**config.mk**
```make
export PLATFORM = sky130hd
export DESIGN_NAME = uart_rx_cmd_parser
export DESIGN_NICKNAME = d
export VERILOG_FILES = /design/src/rtl/uart_rx_cmd_parser.sv
export SDC_FILE = /design/constraint.sdc
export NUM_CORES = 1
export LEC_CHECK = 0
export ABC_AREA = 1
export CAP_MARGIN = 10
export CELL_PAD_IN_SITES_DETAIL_PLACEMENT = 1
export CELL_PAD_IN_SITES_GLOBAL_PLACEMENT = 2
export CORE_UTILIZATION = 33
export DETAILED_ROUTE_END_ITERATION = 10
export PLACE_DENSITY_LB_ADDON = 0.15
export SLEW_MARGIN = 20
export SYNTH_ARGS = -nofsm -noshare
export SYNTH_HDL_FRONTEND = slang
export SYNTH_SLANG_ARGS = --single-unit
```
**constraint.sdc**
```tcl
create_clock -name i_Clk -period 4.2 [get_ports i_Clk]
set_input_delay 0.63 -clock i_Clk [delete_from_list [all_inputs] [get_ports i_Clk]]
set_output_delay 0.63 -clock i_Clk [all_outputs]
set_load 0.01 [all_outputs]
```
**src/rtl/uart_rx_cmd_parser.sv**
```systemverilog
// Command-frame parser behind a UART receiver: sync, address, data[, checksum] -> register write.
// Optional checksum byte enabled by defining UART_CMD_CHECKSUM_EN.
module uart_rx_cmd_parser #(
    parameter int          g_System_Clk    = 100_000_000,
    parameter int          g_Baud_Rate     = 9600,
    parameter int          g_Timeout_Bytes = 4,
    parameter logic [7:0]  g_Sync_Byte     = 8'hA5
) (
    input  logic       i_Clk,
    input  logic       i_Rst,
    input  logic       i_RX_DV,
    input  logic [7:0] i_RX_Byte,
    output logic       o_Wr_En,
    output logic [2:0] o_Wr_Addr,
    output logic [7:0] o_Wr_Data,
    output logic       o_Busy,
    output logic       o_Err_Addr,
    output logic       o_Err_Chk,
    output logic       o_Err_Timeout,
    output logic [7:0] o_Frame_Cnt
);

    localparam logic [31:0] c_Timeout =
        32'(g_Timeout_Bytes * 10 * (g_System_Clk / g_Baud_Rate) - 1);

    typedef enum logic [2:0] {IDLE, ADDR, DATA, CHK, WRITE} state_t;

    state_t      state_reg;
    logic        dv_prev_reg;
    logic [7:0]  addr_reg;
    logic [31:0] tmo_cnt_reg;
    logic        wr_en_reg;
    logic [2:0]  wr_addr_reg;
    logic [7:0]  wr_data_reg;
    logic        busy_reg;
    logic        err_addr_reg;
    logic        err_to_reg;
    logic [7:0]  frame_cnt_reg;
`ifdef UART_CMD_CHECKSUM_EN
    logic [7:0]  data_reg;
    logic        err_chk_reg;
`endif

    logic accept;
    logic tmo_hit;
    logic addr_bad;

    // Level-type DV from the receiver: only its rising edge marks a new byte.
    assign accept   = i_RX_DV && !dv_prev_reg;
    assign tmo_hit  = (tmo_cnt_reg == c_Timeout);
    assign addr_bad = (addr_reg[7:3] != 5'd0);

    always_ff @(posedge i_Clk) begin
        if (i_Rst) begin
            state_reg     <= IDLE;
            dv_prev_reg   <= 1'b1;
            addr_reg      <= 8'd0;
            tmo_cnt_reg   <= 32'd0;
            wr_en_reg     <= 1'b0;
            wr_addr_reg   <= 3'd0;
            wr_data_reg   <= 8'd0;
            busy_reg      <= 1'b0;
            err_addr_reg  <= 1'b0;
            err_to_reg    <= 1'b0;
            frame_cnt_reg <= 8'd0;
`ifdef UART_CMD_CHECKSUM_EN
            data_reg      <= 8'd0;
            err_chk_reg   <= 1'b0;
`endif
        end else begin
            dv_prev_reg  <= i_RX_DV;
            wr_en_reg    <= 1'b0;
            err_addr_reg <= 1'b0;
            err_to_reg   <= 1'b0;
`ifdef UART_CMD_CHECKSUM_EN
            err_chk_reg  <= 1'b0;
`endif
            if (accept || state_reg == IDLE || state_reg == WRITE)
                tmo_cnt_reg <= 32'd0;
            else
                tmo_cnt_reg <= tmo_cnt_reg + 32'd1;

            case (state_reg)
                IDLE: begin
                    if (accept && i_RX_Byte == g_Sync_Byte) begin
                        state_reg <= ADDR;
                        busy_reg  <= 1'b1;
                    end
                end
                ADDR: begin
                    if (accept) begin
                        addr_reg  <= i_RX_Byte;
                        state_reg <= DATA;
                    end else if (tmo_hit) begin
                        err_to_reg <= 1'b1;
                        state_reg  <= IDLE;
                        busy_reg   <= 1'b0;
                    end
                end
                DATA: begin
                    if (accept) begin
`ifdef UART_CMD_CHECKSUM_EN
                        data_reg  <= i_RX_Byte;
                        state_reg <= CHK;
`else
                        if (addr_bad) begin
                            err_addr_reg <= 1'b1;
                            state_reg    <= IDLE;
                            busy_reg     <= 1'b0;
                        end else begin
                            state_reg     <= WRITE;
                            wr_en_reg     <= 1'b1;
                            wr_addr_reg   <= addr_reg[2:0];
                            wr_data_reg   <= i_RX_Byte;
                            frame_cnt_reg <= frame_cnt_reg + 8'd1;
                        end
`endif
                    end else if (tmo_hit) begin
                        err_to_reg <= 1'b1;
                        state_reg  <= IDLE;
                        busy_reg   <= 1'b0;
                    end
                end
`ifdef UART_CMD_CHECKSUM_EN
                CHK: begin
                    if (accept) begin
                        // Address error takes priority so one frame never flags both.
                        if (addr_bad) begin
                            err_addr_reg <= 1'b1;
                            state_reg    <= IDLE;
                            busy_reg     <= 1'b0;
                        end else if (i_RX_Byte != addr_reg + data_reg) begin
                            err_chk_reg <= 1'b1;
                            state_reg   <= IDLE;
                            busy_reg    <= 1'b0;
                        end else begin
                            state_reg     <= WRITE;
                            wr_en_reg     <= 1'b1;
                            wr_addr_reg   <= addr_reg[2:0];
                            wr_data_reg   <= data_reg;
                            frame_cnt_reg <= frame_cnt_reg + 8'd1;
                        end
                    end else if (tmo_hit) begin
                        err_to_reg <= 1'b1;
                        state_reg  <= IDLE;
                        busy_reg   <= 1'b0;
                    end
                end
`endif
                WRITE: begin
                    state_reg <= IDLE;
                    busy_reg  <= 1'b0;
                end
                default: begin
                    state_reg <= IDLE;
                    busy_reg  <= 1'b0;
                end
            endcase
        end
    end

    assign o_Wr_En       = wr_en_reg;
    assign o_Wr_Addr     = wr_addr_reg;
    assign o_Wr_Data     = wr_data_reg;
    assign o_Busy        = busy_reg;
    assign o_Err_Addr    = err_addr_reg;
    assign o_Err_Timeout = err_to_reg;
    assign o_Frame_Cnt   = frame_cnt_reg;
`ifdef UART_CMD_CHECKSUM_EN
    assign o_Err_Chk     = err_chk_reg;
`else
    assign o_Err_Chk     = 1'b0;
`endif

endmodule

```
# Word level (Yosys, flattened, before mapping)
# Cells that the tools add are included.
# classes
addsub	2
n_mul	0
div_mod_pow	0
order_cmp	0
eq_ne	8
shifts	0
n_mux	15
bitwise	4
n_reduce_logical	14
# ops
op	n
$add A32 B1 Y32 const B	1
$eq A32 B19 Y1 const B	1
$mux W3	5
$pmux W3 S3	1
$add A8 B1 Y8 const B	1
$eq A8 B8 Y1 const B	1
$mux W1	8
$reduce_and A3 Y1	2
$reduce_or A3 Y1	2
$reduce_bool A5 Y1	1
$not A1 Y1	4
$reduce_or A2 Y1	2
$eq A3 B1 Y1 const B	1
$eq A3 B2 Y1 const B	1
$eq A3 B3 Y1 const B	1
$logic_not A3 Y1	1
$ne A3 B3 Y1 const B	1
$pmux W1 S3	1
$logic_and A1 B1 Y1	2
$logic_or A1 B1 Y1	2
$ne A2 B1 Y1 const B	1
$ne A2 B2 Y1 const B	1
$reduce_and A2 Y1	1
$logic_not A1 Y1	1
# word_totals
register_bits	67
latchBits	0
mem_bits_rw	0
rom_bits	0
output_inout_bits	24
word_cells	54
n_memories	0

# Depth between registers and ports, before layout
# depth
ltp_word	5
ltp_mapped	11
depth_no_buf	11

# Worst setup path before layout
# Ideal clock, no wire load.
# synth_path
kind	in2reg
start	in i_RX_DV
end	reg frame_cnt_reg[5] (netlist: o_Frame_Cnt[5])
setup_time_ps	117
arrival_ps	1489
path_slack_ps	2594
stages	8
n_path_buf	1
cell_sequence	inv_1 nor2_4 nand3_1 nor2_2 buf_4 nand2_1 o21ai_0 nor2_1
# synth_between
elab_chain_len	2
# synth_rtl
element	line_no	rtl
start, declared	11	input logic i_RX_DV,
$logic_and A1 B1 Y1	49	assign accept = i_RX_DV && !dv_prev_reg;
$reduce_and A3 Y1 (no source line)	--	
end signal, assigned	115	frame_cnt_reg <= frame_cnt_reg + 8'd1;
end, declared	38	logic [7:0] frame_cnt_reg;
# No other way between the ends.
# A chain may end at the register's enable or synchronous reset.

# Worst setup path after layout
# layout_path
start	in i_RX_DV
end	reg busy_reg (netlist: o_Busy)
# layout_between
elab_chain_len	4
elab_cells_between_ends	8
classes_between	eq/ne (3); mux (2); reduce/logical (3)
# layout_rtl
element	line_no	rtl
$logic_and A1 B1 Y1 *	49	
$logic_and A1 B1 Y1	85	if (accept && i_RX_Byte == g_Sync_Byte) begin
$ne A2 B1 Y1 (no source line)	--	
$reduce_and A3 Y1 (no source line)	--	
end signal, assigned	62	busy_reg <= 1'b0;
end signal, assigned	87	busy_reg <= 1'b1;
end signal, assigned	97	busy_reg <= 1'b0;
end, declared	35	logic busy_reg;
# Every way passes the cells marked *; elsewhere a longest branch is shown, timed or not.

==> impl_metrics.csv <==
group,metric,value,unit
run_status,status,"finished clean",
worst_setup_path,crit_buf_inv,3,
synth,postSynthCellCount,483,
floorplan,io_pins,35,
pwr,switching_share,0.2351,
sta,relSlewSlack,0.4988,
synth,synth_top_family_by_area,"simple AND/OR/NAND/NOR gates",
place,place_hpwl,7017,um
route,wire_per_inst,14.06,um
synth,yosysSeqAreaShare,0.4161,
route,vias_per_cell,4.820,
grt,first_global_vias,3380,
pwr,p_comb_frac,0.019,
synth,synth_fa_ha_area_frac,0.007764,
sta,setup_viol,0,
clock_network,hold_buffers,0,
synth,synth_compound_area_frac,0.1161,
floorplan,start_util,0.3439,
synth,synth_nets,496,
floorplan,dieArea,10170,um^2
pwr,power,0.001199,W
pwr,p_int,0.0009173,W
worst_setup_path,crit_chain,"clkdlybuf4s50_1, inv_1, nor2_4, nand3_1, nor2_2, inv_1, nand2_1, nor2_1, nand2_1, a21oi_1",
worst_setup_path,slowest_stage,"nor2_2",
pwr,seqPwrFrac,0.530,
pwr,p_switching,0.0002819,W
layout,layout.nets,531,
sta,hold_viol_final,0,
synth,yosys.area.top_type_share,0.4161,
layout,multi_input_area,1629,um^2
clock_network,insertion_delay,0.34,ns
worst_setup_path,start_kind,"input port",
floorplan,rows,35,
layout,layout_common_cells,"101 x nand2_1, 99 x nor2_1, 67 x dfxtp_1, 51 x inv_1, 33 x clkdlybuf4s50_1",
floorplan,die_w,100.8,um
pwr,total_leakage_power,1.325,nW
layout,largest_register_ffs,32,
clock_network,cts_setup_buffers,0,
route,detail_route.iter0.violations,63,
pwr,power_density,310.1,nW/um^2
layout,ff_latch_area,1341,um^2
sta,max_freq,422.2,MHz
layout,antennaDiodeCount,0,
run,cap_violations,0,
layout,syn2layout_area_growth,19.99,%
sta,rsz0062_at_grt,"no",
synth,yosys.area.top_type,"dfxtp_1",
worst_setup_path,max_stage_delay,0.52,ns
clock_network,cts_tree,"yes",
sta,slew_viol_final,0,
synth,netlist_area,3223,um^2
synth,ys_top_cells_by_area,"dfxtp_1 42%, nand2_1 12%, nor2_1 12%, inv_1 5.9%, a21oi_1 5.0%",
synth,synthSimpleGateAreaFrac,0.3696,
worst_setup_path,critPathTopFamily,"simple AND/OR/NAND/NOR gates",
place,gp_congestion,0.8746,
route,final_antenna_net_count,0,
layout,drive_above_1_share,0.06897,
route,wl,9153,um
grt,grt_overflow,0,
sta,period_needed,2.369,ns
sta,fin_skew,0.01041,ns
layout,finalInstanceArea,3867,um^2
sta,post-route-period-util,0.5639,
synth,synth_seq_cells,67,
synth,ys_types,33,
worst_setup_path,critical_path_class,"in -> reg",
pwr,p_clk_frac,0.451,
pwr,ir_drop,0.0002168,V
clock_network,htree_num_levels,3,
synth,synthXorXnorAreaFrac,0.01087,
floorplan,coreArea,9371,um^2
place,io_buffer_count,33,
layout,final_common_cell,"nand2_1",
worst_setup_path,cp-end-kind,"flop",
synth,yosysWarnings,0,
route,first_pass_iters,4,
worst_hold_path,hold_class,"reg -> reg",
clock_network,cts_resized,0,
clock_network,cts.sinks,67,
worst_setup_path,crit_arrival,2.59,ns
clock_network,clockBufferDepth,2,
worst_setup_path,crit_fanout,19,
synth,synth_mux_area_frac,0,
grt,grt_max_degree,30,
worst_setup_path,required,4.42,ns
sta,fin_setup_tns,0,ns
sta,tightest_slew,0.7509,ns
clock_network,path_clk_slew,0.08,ns
grt,antenna_found_initial,0,
route,vias,3138,
synth,syn_avg_cell_area,6.673,um^2
floorplan,die_h,100.8,um
grt,grt_pass1_wl,15910,um
grt,grt_usage,0.2036,
route,drc,0,
clock_network,root_buffer,"clkbuf_8",
clock_network,cts_buffers,9,
place,place_area,3676,um^2
layout,fill_cells,1267,
## area by class of cell
class / count / area share
timing repair buffer: 35 / 0.08929
clock inverter: 6 / 0.01747
tap: 129 / 0.04173
sequential: 67 / 0.3468
clock buffer: 9 / 0.03203
multi-input combinational: 352 / 0.4212
inverter: 53 / 0.05144
## metrics by stage
step | setup WS (ns) | util | instances | hold slack, ns
final | 1.831 | 0.4127 | 651 | 0.4652
after global routing | 1.638 | 0.4127 | 651 | 0.5077
after CTS | 1.817 | 0.4127 | 651 | 0.4707
after detailed placement | 1.450 | 0.3923 | 636 | 0.4533
after global placement | 1.492 | 0.3923 | 636 | 0.4365
after floorplan | 2.594 | - | 483 | 0.4288
## power by group through the flow
| stage | Combinational (W) | Clock (W) | Sequential [W] |
|---|---|---|---|
| after detailed placement | 0.0000227 | 0 | 0.000650 |
| after global placement | 0.0000227 | 0 | 0.000650 |
| final | 0.0000224 | 0.000541 | 0.000635 |
| after CTS | 0.0000228 | 0.000563 | 0.000635 |
| after global routing | 0.0000245 | 0.000588 | 0.000636 |
| after floorplan | 0.00000893 | 0 | 0.000650 |
## worst min-delay path, cell delays in order, from the launching register on
cell	delay (ns)
dfxtp_1	0.32
nand2_1	0.06
a21oi_1	0.05
## logic make-up after synthesis
kind of cell,Yosys count
simple gates,273
compound gates,72
flops,67
buf+inv,64
xor+xnor,4
fa+ha+maj,2
other cells,1
## metal layers
layer  share of wire  global-route usage  vias up
met2            0.50              0.3672       50
met1            0.46              0.2443     1465
met4           0.012             0.05574        0
li1                -                   -     1614
met5               0                   0        -
met3           0.034             0.04230        9
## final timing paths
| check | startpoint | endpoint | slack [ns] | cells past startpoint |
|---|---|---|---|---|
| max reg2reg | addr_reg[3]$_SDFFE_PP0P_ | o_Busy$_SDFFE_PP0P_ | 2.11 | 8 |
| max | i_RX_DV | o_Busy$_SDFFE_PP0P_ | 1.83 | 10 |
| min reg2reg | tmo_cnt_reg[31]$_SDFF_PP0_ | tmo_cnt_reg[31]$_SDFF_PP0_ | 0.47 | 2 |
| min | tmo_cnt_reg[31]$_SDFF_PP0_ | tmo_cnt_reg[31]$_SDFF_PP0_ | 0.47 | 2 |
## cell usage after synthesis, drive strengths merged
master	number
inv	53
a31oi	2
xor2	4
nor3b	2
buf	7
conb	1
o21ai	35
o21a	1
nand2	103
ha	2
nor2	108
and3	1
a211oi	1
nor3	20
dfxtp	67
clkbuf	4
o31ai	1
nand4	10
nand3	24
a21oi	32
nor4	2
or2	3
Note: power is estimated with default switching activity, not from simulation.
